--- src/rtl/gray_pkg.sv ---
// Shared constants and helpers for the Gray-code counter.
package gray_pkg;

    localparam int unsigned DEFAULT_WIDTH = 4;
    localparam int unsigned MAX_WIDTH     = 32;

    // Callers zero-extend into MAX_WIDTH and truncate the result back to their width.
    function automatic logic [MAX_WIDTH-1:0] gray_encode(input logic [MAX_WIDTH-1:0] i_bin);
        return i_bin ^ (i_bin >> 1);
    endfunction

endpackage

--- src/rtl/gray_counter_if.sv ---
// Control/preset inputs and registered count outputs of gray_counter.
interface gray_counter_if #(
    parameter int unsigned WIDTH = gray_pkg::DEFAULT_WIDTH
);

    logic             EN;
    logic             UP;
    logic             LOAD;
    logic [WIDTH-1:0] G_LOAD;
    logic [WIDTH-1:0] G_OUT;
    logic [WIDTH-1:0] B_OUT;
    logic             WRAP;

    modport master (
        output EN, UP, LOAD, G_LOAD,
        input  G_OUT, B_OUT, WRAP
    );

    modport slave (
        input  EN, UP, LOAD, G_LOAD,
        output G_OUT, B_OUT, WRAP
    );

endinterface

--- src/rtl/gray_decode.sv ---
// Combinational Gray-to-binary decode: each binary bit is the XOR of all Gray bits at or above it.
module gray_decode #(
    parameter int unsigned WIDTH = gray_pkg::DEFAULT_WIDTH
) (
    input  logic [WIDTH-1:0] i_gray,
    output logic [WIDTH-1:0] o_bin
);

    always_comb begin
        o_bin = '0;
        for (int i = 0; i < WIDTH; i++) begin
            o_bin[i] = ^(i_gray >> i);
        end
    end

endmodule

--- src/rtl/gray_counter.sv ---
// Up/down counter held in binary, with registered Gray, binary and wrap-pulse outputs.
module gray_counter
    import gray_pkg::*;
#(
    parameter int unsigned WIDTH = DEFAULT_WIDTH
) (
    input  logic           CLK,
    input  logic           RST,
    gray_counter_if.slave  bus
);

    logic [WIDTH-1:0] r_bin;
    logic [WIDTH-1:0] r_gray;
    logic             r_wrap;

    logic [WIDTH-1:0] w_load_bin;
    logic [WIDTH-1:0] w_bin_next;
    logic [WIDTH-1:0] w_gray_next;
    logic             w_wrap_next;

    gray_decode #(
        .WIDTH (WIDTH)
    ) u_load_decode (
        .i_gray (bus.G_LOAD),
        .o_bin  (w_load_bin)
    );

    // LOAD wins over EN; wrap is detected from the pre-step value.
    always_comb begin
        w_bin_next  = r_bin;
        w_wrap_next = 1'b0;
        if (bus.LOAD) begin
            w_bin_next = w_load_bin;
        end else if (bus.EN) begin
            if (bus.UP) begin
                w_bin_next  = r_bin + WIDTH'(1);
                w_wrap_next = &r_bin;
            end else begin
                w_bin_next  = r_bin - WIDTH'(1);
                w_wrap_next = ~|r_bin;
            end
        end
    end

    assign w_gray_next = WIDTH'(gray_encode(MAX_WIDTH'(w_bin_next)));

    always_ff @(posedge CLK) begin
        if (RST) begin
            r_bin  <= '0;
            r_gray <= '0;
            r_wrap <= 1'b0;
        end else begin
            r_bin  <= w_bin_next;
            r_gray <= w_gray_next;
            r_wrap <= w_wrap_next;
        end
    end

    assign bus.G_OUT = r_gray;
    assign bus.B_OUT = r_bin;
    assign bus.WRAP  = r_wrap;

endmodule

--- src/flat_wrapper.sv ---
// flat-port wrapper written by rule: the top's interface ports become plain ports
module gray_counter_flat import gray_pkg::*;
#(
    parameter int unsigned WIDTH = DEFAULT_WIDTH
)
  (CLK, RST, bus_EN, bus_UP, bus_LOAD, bus_G_LOAD, bus_G_OUT, bus_B_OUT, bus_WRAP);
  gray_counter_if #(.WIDTH(WIDTH)) bus_i ();
  input  logic CLK;
  input  logic RST;
  input wire logic [$bits(bus_i.EN)-1:0] bus_EN;
  input wire logic [$bits(bus_i.UP)-1:0] bus_UP;
  input wire logic [$bits(bus_i.LOAD)-1:0] bus_LOAD;
  input wire logic [$bits(bus_i.G_LOAD)-1:0] bus_G_LOAD;
  output wire logic [$bits(bus_i.G_OUT)-1:0] bus_G_OUT;
  output wire logic [$bits(bus_i.B_OUT)-1:0] bus_B_OUT;
  output wire logic [$bits(bus_i.WRAP)-1:0] bus_WRAP;
  assign bus_i.EN = bus_EN;
  assign bus_i.UP = bus_UP;
  assign bus_i.LOAD = bus_LOAD;
  assign bus_i.G_LOAD = bus_G_LOAD;
  assign bus_G_OUT = bus_i.G_OUT;
  assign bus_B_OUT = bus_i.B_OUT;
  assign bus_WRAP = bus_i.WRAP;
  gray_counter #(.WIDTH(WIDTH)) u_core (.CLK(CLK), .RST(RST), .bus(bus_i));
endmodule
--- config.mk ---
export PLATFORM = sky130hd
export DESIGN_NAME = gray_counter_flat
export DESIGN_NICKNAME = d
export VERILOG_FILES = /design/src/rtl/gray_pkg.sv /design/src/rtl/gray_counter_if.sv /design/src/rtl/gray_decode.sv /design/src/rtl/gray_counter.sv /design/src/flat_wrapper.sv
export SDC_FILE = /design/constraint.sdc
export NUM_CORES = 1
export LEC_CHECK = 0
export ABC_AREA = 1
export BUFFER_PORTS_ARGS = -buffer_cell sky130_fd_sc_hd__buf_4
export CORE_AREA = 4 4 41 43
export DETAILED_ROUTE_END_ITERATION = 12
export DIE_AREA = 0 0 45 47
export HOLD_SLACK_MARGIN = 0.03
export PLACE_DENSITY = 0.72
export SLEW_MARGIN = 10
export SYNTH_ARGS = -nofsm -noshare
export SYNTH_HDL_FRONTEND = slang
export SYNTH_SLANG_ARGS = --single-unit
--- constraint.sdc ---
create_clock -name CLK -period 2.6 [get_ports CLK]
set_clock_uncertainty 0.1 [all_clocks]
set_input_delay 0.26 -clock CLK [delete_from_list [all_inputs] [get_ports CLK]]
set_output_delay 0.26 -clock CLK [all_outputs]
set_load 0.05 [all_outputs]
Word-level counts from Yosys, hierarchy flattened
Index checks and enable logic that the tools add are counted.
Storage, ports and cells
  register bits: 9
  bits of input ports: 9
  word-level logic and storage cells: 19
Cells by class
  add/subtract/negate cells: 2
  mux-type cells: 4
  bitwise gates (word level): 2
  reductions and logical operators: 8
Operators by type and width (count)
  $reduce_xor A4 Y1: 4
  $mux W4: 3
  $add A4 B1 Y4 const B: 1
  $reduce_and A4 Y1: 1
  $reduce_or A4 Y1: 1
  $sub A4 B1 Y4 const B: 1
  $xor A4 B3 Y4: 1
  $reduce_or A3 Y1: 1
  $logic_not A1 Y1: 1
  $mux W1: 1
  $not A1 Y1: 1

Depth between registers and ports, before layout
Gate-level depths: netlist of the first run.
  depth in word-level cells: 5
  depth in mapped cells: 11

Modules after synthesis
Synthesis of the first run repeated with hierarchy kept, for this count alone.
Unflattened totals
  cells, all modules: 87
  area total of the unflattened synthesis: 558.0 µm²
Modules (own cells, without submodules)
  gray_counter: times used 1, cells an instance 66, area each 467.9 µm², sequential area each 160.2 µm²
  gray_decode: times used 1, cells an instance 21, area each 90.1 µm², sequential area each 0.0 µm²

Worst setup path before layout of the first run
Ideal clock, no wire load.
  kind: flip-flop to flip-flop
  from: register u_core.r_bin[0] (netlist: u_core.bus.B_OUT[0])
  to: register u_core.r_gray[1] (netlist: u_core.bus.G_OUT[1])
  setup time: 0.115 ns
  arrival time: 1.766 ns
  required time: 2.385 ns
  path slack: 0.619 ns
  cell stages (with the launch flop): 7
  buffers on the path: 0
  cells stage by stage: dfxtp_1 inv_1 fa_1 o211ai_2 nand2_2 o21ai_1 nor2_1
Between the ends
  word-level cells in the longest chain between the ends: 5
  elaborated cells between the ends (all ways): 6
  those cells by class: add/sub (2); mux (3); bitwise (1)
RTL lines
  start, declared: RTL line gray_counter.sv:12  | logic [WIDTH-1:0] r_bin;
  start signal, assigned: RTL line gray_counter.sv:53  | r_bin <= w_bin_next;
  $sub A4 B1 Y4 or $add A4 B1 Y4 (tied branches): RTL line gray_counter.sv:39, gray_counter.sv:36
  $mux W4 *: RTL line gray_counter.sv:35  | if (bus.UP) begin
  $mux W4 *: RTL line gray_counter.sv:34  | end else if (bus.EN) begin
  $mux W4 *: RTL line gray_counter.sv:32  | if (bus.LOAD) begin
  $xor A4 B3 Y4 *: RTL line gray_pkg.sv:9  | return i_bin ^ (i_bin >> 1);
  end signal, assigned: RTL line gray_counter.sv:54  | r_gray <= w_gray_next;
  end, declared: RTL line gray_counter.sv:13  | logic [WIDTH-1:0] r_gray;
Mark *: on every way between the ends. The rest lies on a longest branch, timed or not.
A chain may end at the register's enable or synchronous reset.

Final worst setup path of the first run
Ends and elaborated chain as after synthesis.

==> results of run 1 <==
## metal layers
layer,track usage [%],vias to the layer above
li1,-,329
met1,18.2,276
met2,20.9,15
met3,3.45,2
met4,8.77,0
met5,0,-
## worst min path at each step
stage | start | to | slack, ns | cells after the start
finish | RST | u_core.bus.B_OUT[2]$_SDFF_PP0_ | 0.13 | 2
global route | RST | u_core.bus.B_OUT[1]$_SDFF_PP0_ | 0.11 | 2
CTS | RST | u_core.bus.B_OUT[2]$_SDFF_PP0_ | 0.12 | 2
detailed placement | RST | u_core.bus.B_OUT[2]$_SDFF_PP0_ | 0.38 | 2
global placement | RST | u_core.bus.B_OUT[2]$_SDFF_PP0_ | 0.39 | 2
floorplan | RST | u_core.bus.B_OUT[2]$_SDFF_PP0_ | 0.23 | 1
## sequential cells by signal, summed over array words and instances (netlist names)
name / count
u_core.bus.WRAP: 1
u_core.bus.G_OUT: 4
u_core.bus.B_OUT: 3
## kinds of logic (layout without fill, tap and decap cells)
group,after synthesis,after routing
AND/OR/NAND/NOR,56,56
buffers and inverters,19,37
flip-flops,8,8
AO/OA/AOI/OAI,7,7
adder cells (fa/ha/maj),3,3
XOR/XNOR,1,1
## area by class of cell
| cell class | count | area share (%) |
|---|---|---|
| sequential | 8 | 21.6 |
| timing repair buffer | 17 | 17.2 |
| inverter | 17 | 8.77 |
| clock buffer | 3 | 3.04 |
| multi-input combinational | 67 | 46.9 |
| tap | 15 | 2.53 |
## report_power, final
| part | internal (mW) | total [mW] | switching (mW) |
|---|---|---|---|
| sequential | 0.135 | 0.144 | 0.00967 |
| clock | 0.0528 | 0.0946 | 0.0418 |
| combinational | 0.0561 | 0.165 | 0.109 |
## synthesized netlist by cell type, types with 2 or more instances
library cell	n	area share [%]
inv_1	12	7.6
nor2_1	9	5.7
nand2_2	3	3.2
nand2_1	28	18
nand4_1	3	3.2
ha_1	2	4.2
nand3_1	12	10
a21oi_1	4	3.4
inv_2	4	2.5
dfxtp_1	8	27
## stage by stage
stage / hold WS (ns) / area (um^2) / std cells
CTS: 0.119 / 742 / 127
global route: 0.114 / 742 / 127
finish: 0.126 / 742 / 127
global placement: 0.387 / 719 / 124
detailed placement: 0.383 / 719 / 124
floorplan: 0.229 / 592 / 94
## worst reg2reg max path: cells and delay by family (launching register included)
family | cells | cell delay [ns]
AOI/OAI and AO/OA | 2 | 0.35
adders and majority gates | 1 | 0.49
buffers and inverters | 1 | 0.11
DFF | 1 | 0.40
and+or+nand+nor | 2 | 0.16
==> insert_results.sql, run 1 <==
INSERT INTO impl_metrics (metric_group, metric, value, unit) VALUES
('final_layout', 'fill_cells', '133', ''),
('timing', 'setup_violations', '0', ''),
('route', 'met1_length', '579', 'um'),
('global_routing', 'overflow_left_after_global_routing', '0', ''),
('placement', 'place.detailed.hpwl', '1000', 'um'),
('clock_tree', 'cts_root_buf', 'clkbuf_4', ''),
('route', 'wl_met3', '92', 'um'),
('worst_setup_path', 'critical_path_depth', '6', ''),
('worst_setup_path', 'critPathRequiredTime', '2.65', 'ns'),
('logic_synthesis', 'most_used_dff_post_synth', 'dfxtp_1', ''),
('clock_tree', 'clkSlewWorstSetupHoldPaths', '0.06', 'ns'),
('timing', 'worst_slack', '0.883', 'ns'),
('worst_setup_path', 'critical_path.endpoint_type', 'flip-flop', ''),
('final_layout', 'multi_input_area', '348', 'um^2'),
('global_routing', 'grt_pass1_wl', '2170', 'um'),
('pwr', 'power.ir.vdd_worst', '0.298', 'mV'),
('clock_tree', 'clock-sinks', '8', ''),
('route', 'first_pass_iters', '4', ''),
('final_layout', 'leading_cell_types_in_the_layout_fill_and_taps_excluded', '28 x nand2_1, 17 x buf_4, 12 x inv_1, 12 x nand3_1, 9 x nor2_1', ''),
('floorplanning', 'floorplan.die_area', '2120', 'um^2'),
('floorplanning', 'die_height', '47', 'um'),
('global_routing', 'grt_pass1_vias', '544', ''),
('clock_tree', 'tritoncts.num_buffers', '3', ''),
('final_layout', 'finish.net_count', '126', ''),
('logic_synthesis', 'syn_avg_cell_area', '6.30', 'um^2'),
('flow_run', 'maxCapViolCount', '0', ''),
('logic_synthesis', 'post_synth_and_or_nand_nor_area_fraction', '41.9', '%'),
('clock_tree', 'ctsHtreeMaxLevel', '1', ''),
('route', 'drt-total-wl', '1290', 'um'),
('logic_synthesis', 'synthXorXnorAreaFrac', '1.48', '%'),
('final_layout', 'areaGrowthSynthToFinish', '25.4', '%'),
('logic_synthesis', 'postSynthCellCount', '94', ''),
('logic_synthesis', 'netlist-cell-type-count', '19', ''),
('timing', 'fmaxAchievable', '583', 'MHz'),
('floorplanning', 'area_of_the_core', '1300', 'um^2'),
('worst_setup_path', 'timing.critical_path.fanout_max', '5', ''),
('worst_setup_path', 'r2r_slack', '0.88', 'ns'),
('timing', 'worst_slew_pin_slew', '0.204', 'ns'),
('timing', 'finalWorstPathRequiredPeriod', '1.72', 'ns'),
('min_path', 'min_path_type', 'in2reg', ''),
('timing', 'final.period_utilization', '66.0', '%'),
('clock_tree', 'hold_buffers', '0', ''),
('logic_synthesis', 'ys_seq_elements', '8', ''),
('global_routing', 'total_track_usage', '14.0', '%'),
('logic_synthesis', 'asyncSetResetFlopFracSynth', '0', '%'),
('worst_setup_path', 'cpPeakStageDelay', '0.49', 'ns'),
('worst_setup_path', 'setup.worst_path.class', 'reg2reg', ''),
('floorplanning', 'ioPinCount', '18', ''),
('logic_synthesis', 'number_of_enable_type_register_cells_in_the_synthesized_netlist', '0', ''),
('global_routing', 'grt_start_max_net_pins', '9', ''),
('final_layout', 'mostFrequentLayoutCell', 'nand2_1', ''),
('route', 'routedWlPerCell', '10.1', 'um'),
('worst_setup_path', 'startpoint_type_of_the_worst_setup_path', 'flip-flop', ''),
('worst_setup_path', 'critical_path_source', 'u_core.bus.B_OUT[0]$_SDFF_PP0_', ''),
('worst_setup_path', 'worst_path_max_delay_cell', 'fa_1', ''),
('placement', 'worst_setup_timing_slack_at_the_placement_stage', '0.913', 'ns'),
('timing', 'timing.max_slew.rel_slack', '86.4', '%'),
('logic_synthesis', 'synth_adder_area_share', '7.61', '%'),
('timing', 'hold_viol', '0', ''),
('worst_setup_path', 'terminus_of_the_critical_flop_to_flop_path', 'u_core.bus.G_OUT[1]$_SDFF_PP0_', ''),
('route', 'num_vias', '622', ''),
('clock_tree', 'postcts_resize_cnt', '0', ''),
('final_layout', 'drive_gt1_share', '27.7', '%'),
('pwr', 'static-leakage-power', '0.413', 'nW'),
('clock_tree', 'worstSkewPairLatency', '0.25', 'ns'),
('worst_setup_path', 'critPathArrivalTime', '1.77', 'ns'),
('outcome', 'run_status', 'complete, no violations', ''),
('route', 'dr_wl_met2', '602', 'um'),
('pwr', 'power.density_cell_area', '545', 'nW/um^2'),
('clock_tree', 'postCtsSetupBuffers', '0', ''),
('worst_setup_path', 'r2r_cells', '6', '');
Note: power is estimated with default switching activity, not from simulation.
==> inputs of run 2 (changes only) <==
==> constraint.sdc (replaced) <==
create_clock -name CLK -period 1.6 [get_ports CLK]
set_clock_uncertainty 0.1 [all_clocks]
set_input_delay 0.16 -clock CLK [delete_from_list [all_inputs] [get_ports CLK]]
set_output_delay 0.16 -clock CLK [all_outputs]
set_load 0.05 [all_outputs]
==> insert_results.sql, run 2 (synthesized netlist as in run 1, its figures left out) <==
INSERT INTO impl_metrics (metric_group, metric, value, unit) VALUES
('clock_tree', 'clkSlewWorstSetupHoldPaths', '0.06', 'ns'),
('clock_tree', 'cts_root_buf', 'clkbuf_4', ''),
('clock_tree', 'tritoncts.num_buffers', '3', ''),
('timing', 'fmaxAchievable', '621', 'MHz'),
('worst_setup_path', 'terminus_of_the_critical_flop_to_flop_path', 'u_core.bus.G_OUT[0]$_SDFF_PP0_', ''),
('timing', 'finalWorstPathRequiredPeriod', '1.61', 'ns'),
('worst_setup_path', 'startpoint_type_of_the_worst_setup_path', 'flip-flop', ''),
('pwr', 'power.ir.vdd_worst', '0.448', 'mV'),
('flow_run', 'maxCapViolCount', '0', ''),
('route', 'ant_nets', '0', ''),
('floorplanning', 'die_height', '47', 'um'),
('floorplanning', 'area_of_the_core', '1300', 'um^2'),
('final_layout', 'area.sequential', '169', 'um^2'),
('final_layout', 'areaGrowthSynthToFinish', '37.6', '%'),
('placement', 'post_dp_cell_area', '733', 'um^2'),
('final_layout', 'finalInstanceArea', '815', 'um^2'),
('global_routing', 'grt_start_max_net_pins', '9', ''),
('clock_tree', 'clock-sinks', '8', ''),
('route', 'average_vias_per_placed_instance', '4.95', ''),
('timing', 'worst_slew_pin_slew', '0.217', 'ns'),
('route', 'drc_violation_count_after_routing', '0', ''),
('timing', 'hold-worst-slack', '0.105', 'ns'),
('final_layout', 'leading_cell_types_in_the_layout_fill_and_taps_excluded', '26 x nand2_1, 19 x buf_4, 11 x nand3_1, 9 x inv_1, 7 x nor2_1', ''),
('clock_tree', 'ctsHtreeMaxLevel', '1', ''),
('pwr', 'switching_power', '0.284', 'mW'),
('global_routing', 'overflow_left_after_global_routing', '0', ''),
('worst_setup_path', 'r2r_cells', '7', ''),
('final_layout', 'finish.net_count', '129', ''),
('floorplanning', 'floorplan.die_area', '2120', 'um^2'),
('clock_tree', 'worstSkewPairLatency', '0.25', 'ns'),
('timing', 'slew_viol_final', '0', ''),
('pwr', 'power.density_cell_area', '857', 'nW/um^2'),
('worst_setup_path', 'r2r_slack', '-0.01', 'ns'),
('placement', 'io_buffers', '17', ''),
('outcome', 'failed_checks', 'negative setup slack', ''),
('worst_setup_path', 'critPathArrivalTime', '1.66', 'ns'),
('placement', 'place.detailed.hpwl', '1130', 'um'),
('pwr', 'power_frac_clock', '22.4', '%'),
('placement', 'gp_congestion', '0.880', ''),
('min_path', 'min_delay_path_depth', '3', ''),
('min_path', 'timing.hold.worst.start', 'bus_EN', ''),
('final_layout', 'largest_register_ffs', '4', ''),
('global_routing', 'antenna_found_initial', '0', ''),
('timing', 'timing.max_slew.rel_slack', '85.5', '%'),
('worst_setup_path', 'timing.critical_path.fanout_max', '5', ''),
('route', 'routedWlPerCell', '11.4', 'um'),
('route', 'drt-total-wl', '1490', 'um'),
('final_layout', 'antenna_cells_inserted', '0', ''),
('pwr', 'switching_share', '40.7', '%'),
('worst_setup_path', 'reg2reg_from', 'u_core.bus.B_OUT[1]$_SDFF_PP0_', ''),
('outcome', 'run_status', 'finished, violations left', ''),
('pwr', 'design_power_total', '0.698', 'mW'),
('floorplanning', 'chipWidth', '45', 'um'),
('final_layout', 'drive_gt1_share', '40.9', '%'),
('timing', 'setup_violations', '1', ''),
('timing', 'setup_tns', '-0.00970', 'ns'),
('worst_setup_path', 'critPathRequiredTime', '1.65', 'ns'),
('clock_tree', 'cts_max_path_buffers', '2', ''),
('worst_setup_path', 'critical_path.endpoint_type', 'flip-flop', ''),
('pwr', 'intPower', '0.414', 'mW'),
('global_routing', 'grt_pass1_vias', '625', ''),
('timing', 'hold_viol', '0', ''),
('global_routing', 'grt_pass1_wl', '2350', 'um'),
('timing', 'rsz0062_at_grt', 'yes', ''),
('pwr', 'power.share.combinational', '43.3', '%'),
('final_layout', 'mostFrequentLayoutCell', 'nand2_1', ''),
('worst_setup_path', 'setup.worst_path.class', 'reg2reg', ''),
('final_layout', 'layout.core_utilization', '62.6', '%'),
('floorplanning', 'rows', '13', ''),
('min_path', 'min_path_type', 'in2reg', ''),
('timing', 'final.period_utilization', '101', '%'),
('pwr', 'sequentialPowerShare', '34.3', '%'),
('route', 'first_pass_iters', '4', ''),
('pwr', 'static-leakage-power', '0.429', 'nW'),
('final_layout', 'multi_input_area', '382', 'um^2'),
('clock_tree', 'clock_tree_from_tritoncts', 'done', ''),
('floorplanning', 'initial_utilization', '45.5', '%'),
('timing', 'worst_slack', '-0.00970', 'ns'),
('floorplanning', 'ioPinCount', '18', ''),
('route', 'detail_route.iter0.violations', '10', ''),
('final_layout', 'fill_cells', '126', ''),
('global_routing', 'total_track_usage', '14.4', '%'),
('min_path', 'timing.hold.worst_endpoint', 'u_core.bus.WRAP$_SDFF_PP0_', ''),
('route', 'num_vias', '644', '');
[run 2: worst max path at each step]
stage	slack, ns	depth (start not counted)	from	endpoint
finish	-0.01	7	u_core.bus.B_OUT[1]$_SDFF_PP0_	u_core.bus.G_OUT[0]$_SDFF_PP0_
global route	-0.05	7	u_core.bus.B_OUT[1]$_SDFF_PP0_	u_core.bus.G_OUT[0]$_SDFF_PP0_
CTS	0.03	10	u_core.bus.B_OUT[0]$_SDFF_PP0_	u_core.bus.G_OUT[1]$_SDFF_PP0_
detailed placement	0.05	10	u_core.bus.B_OUT[0]$_SDFF_PP0_	u_core.bus.G_OUT[1]$_SDFF_PP0_
global placement	0.08	10	u_core.bus.B_OUT[0]$_SDFF_PP0_	u_core.bus.G_OUT[1]$_SDFF_PP0_
floorplan	0.003	7	u_core.bus.B_OUT[0]$_SDFF_PP0_	u_core.bus.G_OUT[0]$_SDFF_PP0_
[run 2: routing by layer]
| metal | vias to the layer above | global-route usage (%) | wire length (um) |
|---|---|---|---|
| li1 | 340 | - | - |
| met1 | 287 | 15.6 | 591 |
| met2 | 17 | 28.0 | 806 |
| met3 | 0 | 2.68 | 89 |
| met4 | 0 | 4.68 | 0 |
| met5 | - | 0 | 0 |
[run 2: critical path: stages, from the launching register on]
cell and delay, ns:
dfxtp_4 0.38, inv_4 0.04, fa_2 0.56, o211ai_2 0.10, nand2_2 0.14, nand3_2 0.09, nand2_2 0.07, nor2_2 0.04
[run 2: metrics by stage]
stage / worst slack [ns] / cells
floorplan: 0.00267 / 94
global placement: 0.0753 / 124
detailed placement: 0.0452 / 124
CTS: 0.0290 / 128
global route: -0.0504 / 130
finish: -0.00970 / 130
[run 2: power groups by stage]
stage	clock network [mW]	logic, mW	registers [mW]
after floorplan	0	0.133	0.306
after global placement	0	0.269	0.241
after detailed placement	0	0.272	0.242
after CTS	0.158	0.276	0.237
after global routing	0.165	0.330	0.242
final	0.157	0.302	0.239
[run 2: cell type report]
class / count / area share [%]
repair buffers: 20 / 18.7
clock buffers: 3 / 2.76
well taps: 15 / 2.30
inverters: 17 / 8.60
multi-input cells: 67 / 46.9
flip-flops and latches: 8 / 20.7
[run 2: what timing repair did]
action	CTS	global route
setup buffers	0	2
setup endpoints to repair	0	4
hold endpoints to repair	3	0
hold buffers	1	0
gates resized for setup	0	9
==> inputs of run 3 (changes only) <==
--- a/config.mk
+++ b/config.mk
@@ -5,13 +5,13 @@
 export SDC_FILE = /design/constraint.sdc
 export NUM_CORES = 1
 export LEC_CHECK = 0
-export ABC_AREA = 1
 export BUFFER_PORTS_ARGS = -buffer_cell sky130_fd_sc_hd__buf_4
 export CORE_AREA = 4 4 41 43
 export DETAILED_ROUTE_END_ITERATION = 12
 export DIE_AREA = 0 0 45 47
+export GPL_ROUTABILITY_DRIVEN = 0
 export HOLD_SLACK_MARGIN = 0.03
-export PLACE_DENSITY = 0.72
+export PLACE_DENSITY = 0.67
 export SLEW_MARGIN = 10
 export SYNTH_ARGS = -nofsm -noshare
 export SYNTH_HDL_FRONTEND = slang
==> constraint.sdc (replaced) <==
create_clock -name CLK -period 1.83 [get_ports CLK]
set_clock_uncertainty 0.1 [all_clocks]
set_input_delay 0.183 -clock CLK [delete_from_list [all_inputs] [get_ports CLK]]
set_output_delay 0.183 -clock CLK [all_outputs]
set_load 0.05 [all_outputs]
==> insert_results.sql, run 3 <==
INSERT INTO impl_metrics (metric_group, metric, value, unit) VALUES
('final_layout', 'finish.cell_count_without_fillers', '96', ''),
('final_layout', 'antenna_cells_inserted', '0', ''),
('logic_synthesis', 'most_used_dff_post_synth', 'dfxtp_1', ''),
('placement', 'placed_instance_count', '90', ''),
('floorplanning', 'area_of_the_core', '1300', 'um^2'),
('route', 'drc_violation_count_after_routing', '0', ''),
('clock_tree', 'clock_tree_from_tritoncts', 'done', ''),
('route', 'average_vias_per_placed_instance', '5.06', ''),
('worst_setup_path', 'critical_path.endpoint_type', 'flip-flop', ''),
('logic_synthesis', 'post-synth-top-area-cell', 'dfxtp_1', ''),
('final_layout', 'area.sequential', '169', 'um^2'),
('outcome', 'run_status', 'complete, no violations', ''),
('final_layout', 'layout.core_utilization', '57.2', '%'),
('timing', 'slew_viol_final', '0', ''),
('final_layout', 'areaGrowthSynthToFinish', '38.4', '%'),
('timing', 'worst_slew_pin_slew', '0.280', 'ns'),
('logic_synthesis', 'syn_avg_cell_area', '9.12', 'um^2'),
('clock_tree', 'clkSlewWorstSetupHoldPaths', '0.08', 'ns'),
('logic_synthesis', 'synth.area.top_cells', 'dfxtp_1 30%, xor2_1 6.5%, xnor2_1 4.9%, ha_1 4.7%, a211oi_1 4.2%', ''),
('floorplanning', 'chipWidth', '45', 'um'),
('clock_tree', 'ctsHtreeMaxLevel', '1', ''),
('final_layout', 'finalInstanceArea', '744', 'um^2'),
('route', 'first_pass_iters', '4', ''),
('worst_setup_path', 'critPathRequiredTime', '1.87', 'ns'),
('route', 'num_vias', '486', ''),
('min_path', 'min_path_type', 'in2reg', ''),
('global_routing', 'gr-usage-met2', '21.8', '%'),
('final_layout', 'mostFrequentLayoutCell', 'buf_4', ''),
('global_routing', 'grt_pass1_vias', '469', ''),
('worst_setup_path', 'startpoint_type_of_the_worst_setup_path', 'flip-flop', ''),
('flow_run', 'maxCapViolCount', '0', ''),
('floorplanning', 'ioPinCount', '18', ''),
('clock_tree', 'clock-sinks', '8', ''),
('global_routing', 'antenna_found_initial', '0', ''),
('route', 'routedWlPerCell', '13.3', 'um'),
('pwr', 'power.density_cell_area', '870', 'nW/um^2'),
('placement', 'post_dp_cell_area', '701', 'um^2'),
('route', 'drt-total-wl', '1280', 'um'),
('logic_synthesis', 'netlist-cell-type-count', '33', ''),
('clock_tree', 'tritoncts.num_buffers', '3', ''),
('route', 'ant_nets', '0', ''),
('logic_synthesis', 'number_of_enable_type_register_cells_in_the_synthesized_netlist', '0', ''),
('timing', 'fmaxAchievable', '550', 'MHz'),
('floorplanning', 'die_height', '47', 'um'),
('logic_synthesis', 'synth_sequential_area_ratio', '29.8', '%'),
('final_layout', 'fill_cells', '129', ''),
('logic_synthesis', 'asyncSetResetFlopFracSynth', '0', '%'),
('logic_synthesis', 'ys.warnings.count', '0', ''),
('global_routing', 'overflow_left_after_global_routing', '0', ''),
('timing', 'finalWorstPathRequiredPeriod', '1.82', 'ns'),
('logic_synthesis', 'ys_seq_elements', '8', ''),
('global_routing', 'groute.layer.met1.usage', '17.9', '%'),
('global_routing', 'grt_start_max_net_pins', '15', ''),
('route', 'detail_route.iter0.violations', '7', ''),
('global_routing', 'total_track_usage', '13.8', '%'),
('worst_setup_path', 'setup.worst_path.class', 'reg2reg', ''),
('final_layout', 'multi_input_area', '352', 'um^2'),
('pwr', 'power.ir.vdd_worst', '0.352', 'mV'),
('final_layout', 'leading_cell_types_in_the_layout_fill_and_taps_excluded', '20 x buf_4, 5 x dfxtp_1, 4 x xor2_1', ''),
('global_routing', 'grt_busiest_layer', 'met2', ''),
('logic_synthesis', 'yosysMostFrequentCell', 'dfxtp_1', ''),
('global_routing', 'grtUsageMet3', '4.98', '%'),
('clock_tree', 'worstSkewPairLatency', '0.27', 'ns'),
('logic_synthesis', 'synthesis.area', '538', 'um^2'),
('timing', 'final.period_utilization', '99.3', '%'),
('global_routing', 'grt_pass1_wl', '2100', 'um'),
('timing', 'hold_viol', '0', ''),
('timing', 'setup_violations', '0', ''),
('timing', 'rsz0062_at_grt', 'yes', ''),
('timing', 'setup_tns', '0', 'ns'),
('final_layout', 'largest_register_ffs', '4', ''),
('worst_setup_path', 'timing.critical_path.fanout_max', '4', ''),
('floorplanning', 'initial_utilization', '41.3', '%'),
('pwr', 'static-leakage-power', '0.356', 'nW'),
('logic_synthesis', 'postSynthCellCount', '59', ''),
('logic_synthesis', 'synth_fp_nets', '71', ''),
('clock_tree', 'cts_root_buf', 'clkbuf_4', ''),
('logic_synthesis', 'fraction_of_synthesized_cell_area_taken_by_the_top_area_cell_type', '29.8', '%'),
('final_layout', 'drive_gt1_share', '42.0', '%'),
('clock_tree', 'cts_max_path_buffers', '2', ''),
('logic_synthesis', 'post_synth_most_frequent_cells', '8 x dfxtp_1, 5 x inv_1, 4 x xor2_1', ''),
('placement', 'place.detailed.hpwl', '985', 'um'),
('floorplanning', 'rows', '13', ''),
('worst_setup_path', 'critPathArrivalTime', '1.86', 'ns'),
('timing', 'timing.max_slew.rel_slack', '81.3', '%'),
('final_layout', 'finish.net_count', '94', ''),
('placement', 'io_buffers', '17', ''),
('timing', 'hold-worst-slack', '0.103', 'ns'),
('floorplanning', 'floorplan.die_area', '2120', 'um^2');
run 3: changes by cell type in the layout (fill, tap and decap cells not counted), moves of 3 or more:
cell,before,now
nor2_1,7,3
xor2_1,0,4
nand2_2,5,0
inv_1,9,3
nand4_1,3,0
nand2_1,26,1
nand3_1,11,3
a211oi_1,0,3
inv_2,5,2
run 3: final cells by class:
type | count | share of cell area (%)
Multi-Input combinational cell | 43 | 47.2
Sequential cell | 8 | 22.7
Timing Repair Buffer | 21 | 21.5
Clock buffer | 4 | 3.53
Inverter | 5 | 2.52
Tap cell | 15 | 2.52
run 3: per-layer routing:
metal	up-vias	routed length [um]
li1	256	-
met3	2	70
met5	-	0
met4	0	5
met1	216	599
met2	12	600
run 3: final timing paths:
path / endpoint / start / slack, ns / cells after the start
hold reg to reg: u_core.bus.WRAP$_SDFF_PP0_ / u_core.bus.B_OUT[1]$_SDFF_PP0_ / 0.62 / 3
setup reg to reg: u_core.bus.G_OUT[2]$_SDFF_PP0_ / u_core.bus.B_OUT[1]$_SDFF_PP0_ / 0.01 / 6
hold / removal: u_core.bus.B_OUT[0]$_SDFF_PP0_ / bus_LOAD / 0.10 / 2
setup / recovery: u_core.bus.G_OUT[2]$_SDFF_PP0_ / u_core.bus.B_OUT[1]$_SDFF_PP0_ / 0.01 / 6
run 3: worst max-delay path: stages, from the launching register on:
cell     delay [ns]
dfxtp_4        0.36
inv_2          0.04
fa_2           0.35
xnor2_2        0.15
a211o_1        0.28
and3_4         0.16
mux2_2         0.25
run 3: power breakdown:
group / switching [mW] / internal, mW
logic: 0.164 / 0.117
clock network: 0.0744 / 0.0838
registers: 0.0135 / 0.196
run 3: cell families after synthesis:
logic type,count (synthesis),share of synthesized area [%]
xor gates and xnor gates,7,11.4
DFF,8,29.8
adders and majority gates,3,8.37
buffers and inverters,8,6.75
and+or+nand+nor,18,21.9
muxes,2,4.19
AOI/OAI and AO/OA,13,17.7
run 3: metrics by stage:
step                worst slack (ns)  power, mW
finish                        0.0122      0.648
global route                 -0.0347      0.684
floorplan                    -0.0432      0.410
global placement              0.0583      0.485
CTS                         -0.00120      0.649
detailed placement           0.00554      0.490
run 3: timing repair:
item / in CTS / in global routing
endpoints found under the hold margin: 2 / 0
gates resized for setup: 0 / 0
setup endpoints to repair: 1 / 1
setup buffers: 0 / 1
hold buffers: 1 / 0
pin swaps: 1 / 0
